<file path="config.mk">
export PLATFORM = sky130hd
export DESIGN_NAME = sram_arbiter
export DESIGN_NICKNAME = d
export VERILOG_FILES = /design/src/rtl/sram_pkg.sv /design/src/rtl/sram_arb_pick.sv /design/src/rtl/sram_arbiter.sv
export SDC_FILE = /design/constraint.sdc
export NUM_CORES = 1
export LEC_CHECK = 0
export CAP_MARGIN = 30
export CORE_UTILIZATION = 40
export DETAILED_ROUTE_END_ITERATION = 10
export GPL_TIMING_DRIVEN = 0
export PLACE_DENSITY = 0.77
export SYNTH_ARGS = -nofsm -noshare
export SYNTH_HDL_FRONTEND = slang
export SYNTH_HIERARCHICAL = 1
export SYNTH_SLANG_ARGS = --single-unit
</file>
<file path="constraint.sdc">
create_clock -name iCLK -period 4.1 [get_ports iCLK]
set_input_delay 0.82 -clock iCLK [delete_from_list [all_inputs] [get_ports iCLK]]
set_output_delay 0.82 -clock iCLK [all_outputs]
set_load 0.005 [all_outputs]
</file>
<file path="src/rtl/sram_pkg.sv">
// Shared constants for the SRAM arbiter: FSM encoding, port ids and default bus widths.
package sram_pkg;

  localparam logic [1:0] IDLE   = 2'd0;
  localparam logic [1:0] ACCESS = 2'd1;
  localparam logic [1:0] DONE   = 2'd2;

  localparam logic PORT_VGA = 1'b0;
  localparam logic PORT_CPU = 1'b1;

  localparam int unsigned ADDR_W_DEF = 20;
  localparam int unsigned DATA_W_DEF = 16;

endpackage

</file>
<file path="src/rtl/sram_arb_pick.sv">
// Grant selection between the VGA and CPU ports.
// SRAM_ARB_RR_EN selects round-robin on ties; otherwise VGA has fixed priority.
module sram_arb_pick
  import sram_pkg::*;
(
  input  logic vgaReq,
  input  logic cpuReq,
  input  logic lastGrant,
  output logic grant
);

`ifdef SRAM_ARB_RR_EN
  always_comb begin
    if (vgaReq && cpuReq) begin
      grant = ~lastGrant;
    end else if (cpuReq) begin
      grant = PORT_CPU;
    end else begin
      grant = PORT_VGA;
    end
  end
`else
  logic unusedLastGrant;
  assign unusedLastGrant = lastGrant;
  assign grant = (cpuReq && !vgaReq) ? PORT_CPU : PORT_VGA;
`endif

endmodule

</file>
<file path="src/rtl/sram_arbiter.sv">
// Two-port arbiter for the async SRAM controller: VGA reader vs. CPU read/write.
// Optional round-robin arbitration via SRAM_ARB_RR_EN (see sram_arb_pick).
module sram_arbiter
  import sram_pkg::*;
#(
  parameter int unsigned ACC_CYCLES = 2,
  parameter int unsigned ADDR_W     = ADDR_W_DEF,
  parameter int unsigned DATA_W     = DATA_W_DEF
) (
  input  logic              iCLK,
  input  logic              iRST_N,
  input  logic              iVGA_REQ,
  input  logic [ADDR_W-1:0] iVGA_ADDR,
  output logic [DATA_W-1:0] oVGA_DATA,
  output logic              oVGA_ACK,
  input  logic              iCPU_REQ,
  input  logic              iCPU_WE,
  input  logic [1:0]        iCPU_BE,
  input  logic [ADDR_W-1:0] iCPU_ADDR,
  input  logic [DATA_W-1:0] iCPU_WDATA,
  output logic [DATA_W-1:0] oCPU_RDATA,
  output logic              oCPU_ACK,
  output logic              oWE_N,
  output logic              oOE_N,
  output logic              oCE_N,
  output logic              oLB_N,
  output logic              oUB_N,
  output logic [ADDR_W-1:0] oADDR,
  output logic [DATA_W-1:0] oDATA,
  input  logic [DATA_W-1:0] iDATA
);

  localparam logic [3:0] LAST = 4'(ACC_CYCLES - 1);

  logic [1:0] stateQ, stateD;
  logic [3:0] cntQ, cntD, cntInc;
  logic       grantQ, grantD, weQ, weD;
  logic       pick, lastGrant;

  logic              weND, oeND, ceND, lbND, ubND, vgaAckD, cpuAckD;
  logic [ADDR_W-1:0] addrD;
  logic [DATA_W-1:0] dataD, vgaDataD, cpuDataD;

`ifdef SRAM_ARB_RR_EN
  // grantQ always holds the most recent grant and resets to CPU, so VGA wins the first tie.
  assign lastGrant = grantQ;
`else
  assign lastGrant = PORT_CPU;
`endif

  sram_arb_pick uPick (
    .vgaReq    (iVGA_REQ),
    .cpuReq    (iCPU_REQ),
    .lastGrant (lastGrant),
    .grant     (pick)
  );

  assign cntInc = cntQ + 4'd1;

  always_comb begin
    stateD   = stateQ;
    cntD     = cntQ;
    grantD   = grantQ;
    weD      = weQ;
    weND     = oWE_N;
    oeND     = oOE_N;
    ceND     = oCE_N;
    lbND     = oLB_N;
    ubND     = oUB_N;
    addrD    = oADDR;
    dataD    = oDATA;
    vgaAckD  = 1'b0;
    cpuAckD  = 1'b0;
    vgaDataD = oVGA_DATA;
    cpuDataD = oCPU_RDATA;
    case (stateQ)
      IDLE: begin
        if (iVGA_REQ || iCPU_REQ) begin
          grantD = pick;
          weD    = (pick == PORT_CPU) && iCPU_WE;
          stateD = ACCESS;
          cntD   = 4'd0;
          ceND   = 1'b0;
          oeND   = weD;
          weND   = !weD;
          if (pick == PORT_CPU) begin
            addrD = iCPU_ADDR;
            lbND  = ~iCPU_BE[0];
            ubND  = ~iCPU_BE[1];
          end else begin
            addrD = iVGA_ADDR;
            lbND  = 1'b0;
            ubND  = 1'b0;
          end
          if (weD) dataD = iCPU_WDATA;
        end
      end
      ACCESS: begin
        if (cntQ == LAST) begin
          stateD = DONE;
          cntD   = 4'd0;
          {weND, oeND, ceND, lbND, ubND} = 5'b11111;
          if (grantQ == PORT_CPU) begin
            cpuAckD = 1'b1;
            if (!weQ) cpuDataD = iDATA;
          end else begin
            vgaAckD  = 1'b1;
            vgaDataD = iDATA;
          end
        end else begin
          cntD = cntInc;
          // WE_N rises one cycle before the window ends so data is held past the write edge.
          weND = !(weQ && (cntInc < LAST));
        end
      end
      DONE: stateD = IDLE;
      default: begin
        stateD = IDLE;
        {weND, oeND, ceND, lbND, ubND} = 5'b11111;
      end
    endcase
  end

  always_ff @(posedge iCLK or negedge iRST_N) begin
    if (!iRST_N) begin
      stateQ     <= IDLE;
      cntQ       <= 4'd0;
      grantQ     <= PORT_CPU;
      weQ        <= 1'b0;
      oWE_N      <= 1'b1;
      oOE_N      <= 1'b1;
      oCE_N      <= 1'b1;
      oLB_N      <= 1'b1;
      oUB_N      <= 1'b1;
      oADDR      <= '0;
      oDATA      <= '0;
      oVGA_ACK   <= 1'b0;
      oCPU_ACK   <= 1'b0;
      oVGA_DATA  <= '0;
      oCPU_RDATA <= '0;
    end else begin
      stateQ     <= stateD;
      cntQ       <= cntD;
      grantQ     <= grantD;
      weQ        <= weD;
      oWE_N      <= weND;
      oOE_N      <= oeND;
      oCE_N      <= ceND;
      oLB_N      <= lbND;
      oUB_N      <= ubND;
      oADDR      <= addrD;
      oDATA      <= dataD;
      oVGA_ACK   <= vgaAckD;
      oCPU_ACK   <= cpuAckD;
      oVGA_DATA  <= vgaDataD;
      oCPU_RDATA <= cpuDataD;
    end
  end

endmodule

</file>
==> summary.txt <==
Power and ir drop
  • PD cells: between 700 and 800 nW/µm²
  • Maximum vdd drop: about 0.30 mV
  • Total design power: ~3.8 mW
  • P_leak: approximately 2.3 nW

STA
  • Final setup violation count: 0
  • Clock skew: 6.86 ps
  • Slew Limit Fails: 0
  • Fmax: 334 MHz
  • Actual slew at the worst max-slew pin: around 740 ps
  • Hold Worst Slack: ~400 ps
  • Final setup TNS: 0 ps
  • Final Cycle Share: 73.1%
  • Fin. Hold Viols: 0
  • Unrepaired setup endpoints after global routing: no
  • Slew HR: 50.6%
  • Minimum clock period: 3000 ps

Global route
  • Initial antenna violation count: 0
  • Largest net degree at the start of global routing: 54
  • Gr usage total: 19.3%
  • First-pass GRT wire length: ~13000 µm
  • GR Overflow Total: 0
  • Vias in the first global route: 2676

Logic synthesis
  • Post-Syn Area: 3500 µm²
  • Ys Warns: 6
  • Syn Nets: 338
  • Syn avg cell area: between 10 and 15 µm²
  • Post-synthesis cell count: 257

Worst setup path
  • CP cell instances: clkdlybuf4s50_1, nor2b_4, clkbuf_1, nand2_1, nor3_2, buf_2, mux2_2
  • WP buf/inv: 3
  • WP data required: roughly 4300 ps
  • Worst path max stage delay: 620 ps
  • CP Launch Type: input pin
  • CP Capture Type: flop
  • WS Path Type: in -> reg
  • Critical Path Fanout Max: 10
  • CP Data Arrival Time: ~3200 ps
  • Top delay family on crit path: buffers and inverters
  • Critical path's slowest cell: nor3_2

Status
  • Status: complete, no violations

Drt
  • Vias per cell: 5.00
  • Post-route ant nets: 0
  • Final WL: 8330 µm
  • Initial DRC count: 63
  • WL/cell: around 16 µm
  • Detailed-router iteration count before antenna repair: 4
  • Via count: 2662
  • # DRC: 0

Floorplanning
  • Initial Util: between 40% and 50%
  • DIE AREA: 9120 µm²
  • I/O pins: 154
  • Die extent in y: 95.5 µm
  • # rows: 33
  • Core box area: around 8300 µm²
  • Die span in x: 95.5 µm

Job
  • Max cap viols: 0

Clocking
  • Hold_buf cts: 0
  • Total CTS buffers: 9
  • Max Root-Sink Buffers: 2
  • Post-cts sizing count: 0
  • TritonCTS clock tree: done
  • Htree depth: 3
  • CTS Sinks: 83
  • Root Buffer: clkbuf_8
  • Clk slew on worst S/H paths: 80 ps
  • Worst skew pair latency: 350 ps
  • Setup Buffers After CTS: 0

Layout
  • Antenna fix cells: 0
  • Final nets: between 500 and 600
  • Final Core Density: 65.1%
  • Layout cells sized above 1: 19.7%
  • Area delta synth->final: 55.1%

Place
  • IO Port Bufs: 153
  • Final RePlAce weighted congestion: 0.830
  • DP HPWL: ~6000 µm

Hold path
  • Worst hold path class: in -> async
[worst reg2reg max path: cells and delay by family (launching register included)]
family	cells	cell delay (ps)
AND/OR/NAND/NOR	2	960
flip-flops	1	430
buffers and inverters	2	430
multiplexers	1	300
adder cells (fa/ha/maj)	1	140
[final cells by class]
cell class,count,area [µm²]
plain buffers,15,82.6
repair buffers,154,1560
clock inverters,7,116
clock buffers,9,124
well taps,105,131
flip-flops and latches,83,2080
fillers,646,2910
multi-input cells,157,1320
inverters,2,7.51
[state kept, by name, summed over array words and instances, names as in the netlist, 2 cells and up]
register and count:
oDATA 16, oVGA_DATA 16, oADDR 20, cntQ 4
oCPU_RDATA 16, stateQ 2
[power by group]
group | internal (mW) | switching [mW]
Clock | 0.403 | 0.291
Sequential | 1.23 | 0.226
Combinational | 1.09 | 0.581
Total | 2.73 | 1.10
[per-stage QoR]
stage / instance area, µm² / setup WS, ps / cells
2_1_floorplan: 3500 / 1700 / 257
3_3_place_gp: 5160 / -716 / 515
3_5_place_dp: 5190 / 640 / 516
4_1_cts: 5430 / 1020 / 532
5_1_grt: 5430 / 874 / 532
6_report: 5430 / 1100 / 532
[cells in the final DEF, fill, tap and decap left out, drive strengths merged, types with 3 or more instances in the layout]
master	instances
and2	3
buf	6
bufinv	3
clkbuf	20
clkdlybuf4s50	152
clkinv	3
dfrtp	77
dfstp	6
mux2	49
mux2i	20
nand2	3
nand3	4
nor2	4
nor3	3
nor3b	3
o21ai	43
o32a	3
[worst paths after layout]
| kind | start | endpoint | slack (ps) | depth (start not counted) |
|---|---|---|---|---|
| max reg2reg | cntQ[1]$_DFFE_PN0P_ | oCPU_RDATA[6]$_DFFE_PN0P_ | 1710 | 6 |
| min | iRST_N | oCPU_RDATA[10]$_DFFE_PN0P_ | 400 | 1 |
| max in group asynchronous | iRST_N | grantQ$_DFFE_PN1P_ | 3050 | 2 |
| min in group iCLK | oVGA_DATA[9]$_DFFE_PN0P_ | oVGA_DATA[9]$_DFFE_PN0P_ | 510 | 1 |
| max | iCPU_REQ | oDATA[0]$_DFFE_PN0P_ | 1100 | 7 |
| min reg2reg | oVGA_DATA[9]$_DFFE_PN0P_ | oVGA_DATA[9]$_DFFE_PN0P_ | 510 | 1 |
[metal layers]
| metal | up-vias | GRT usage, % | share of wire (%) |
|---|---|---|---|
| li1 | 1253 | - | - |
| met1 | 1277 | 25.6 | 44 |
| met2 | 123 | 30.5 | 46 |
| met3 | 9 | 4.23 | 8.3 |
| met4 | 0 | 7.96 | 1.4 |
| met5 | - | 0 | 0 |
Power figures use the tool's default switching activity.
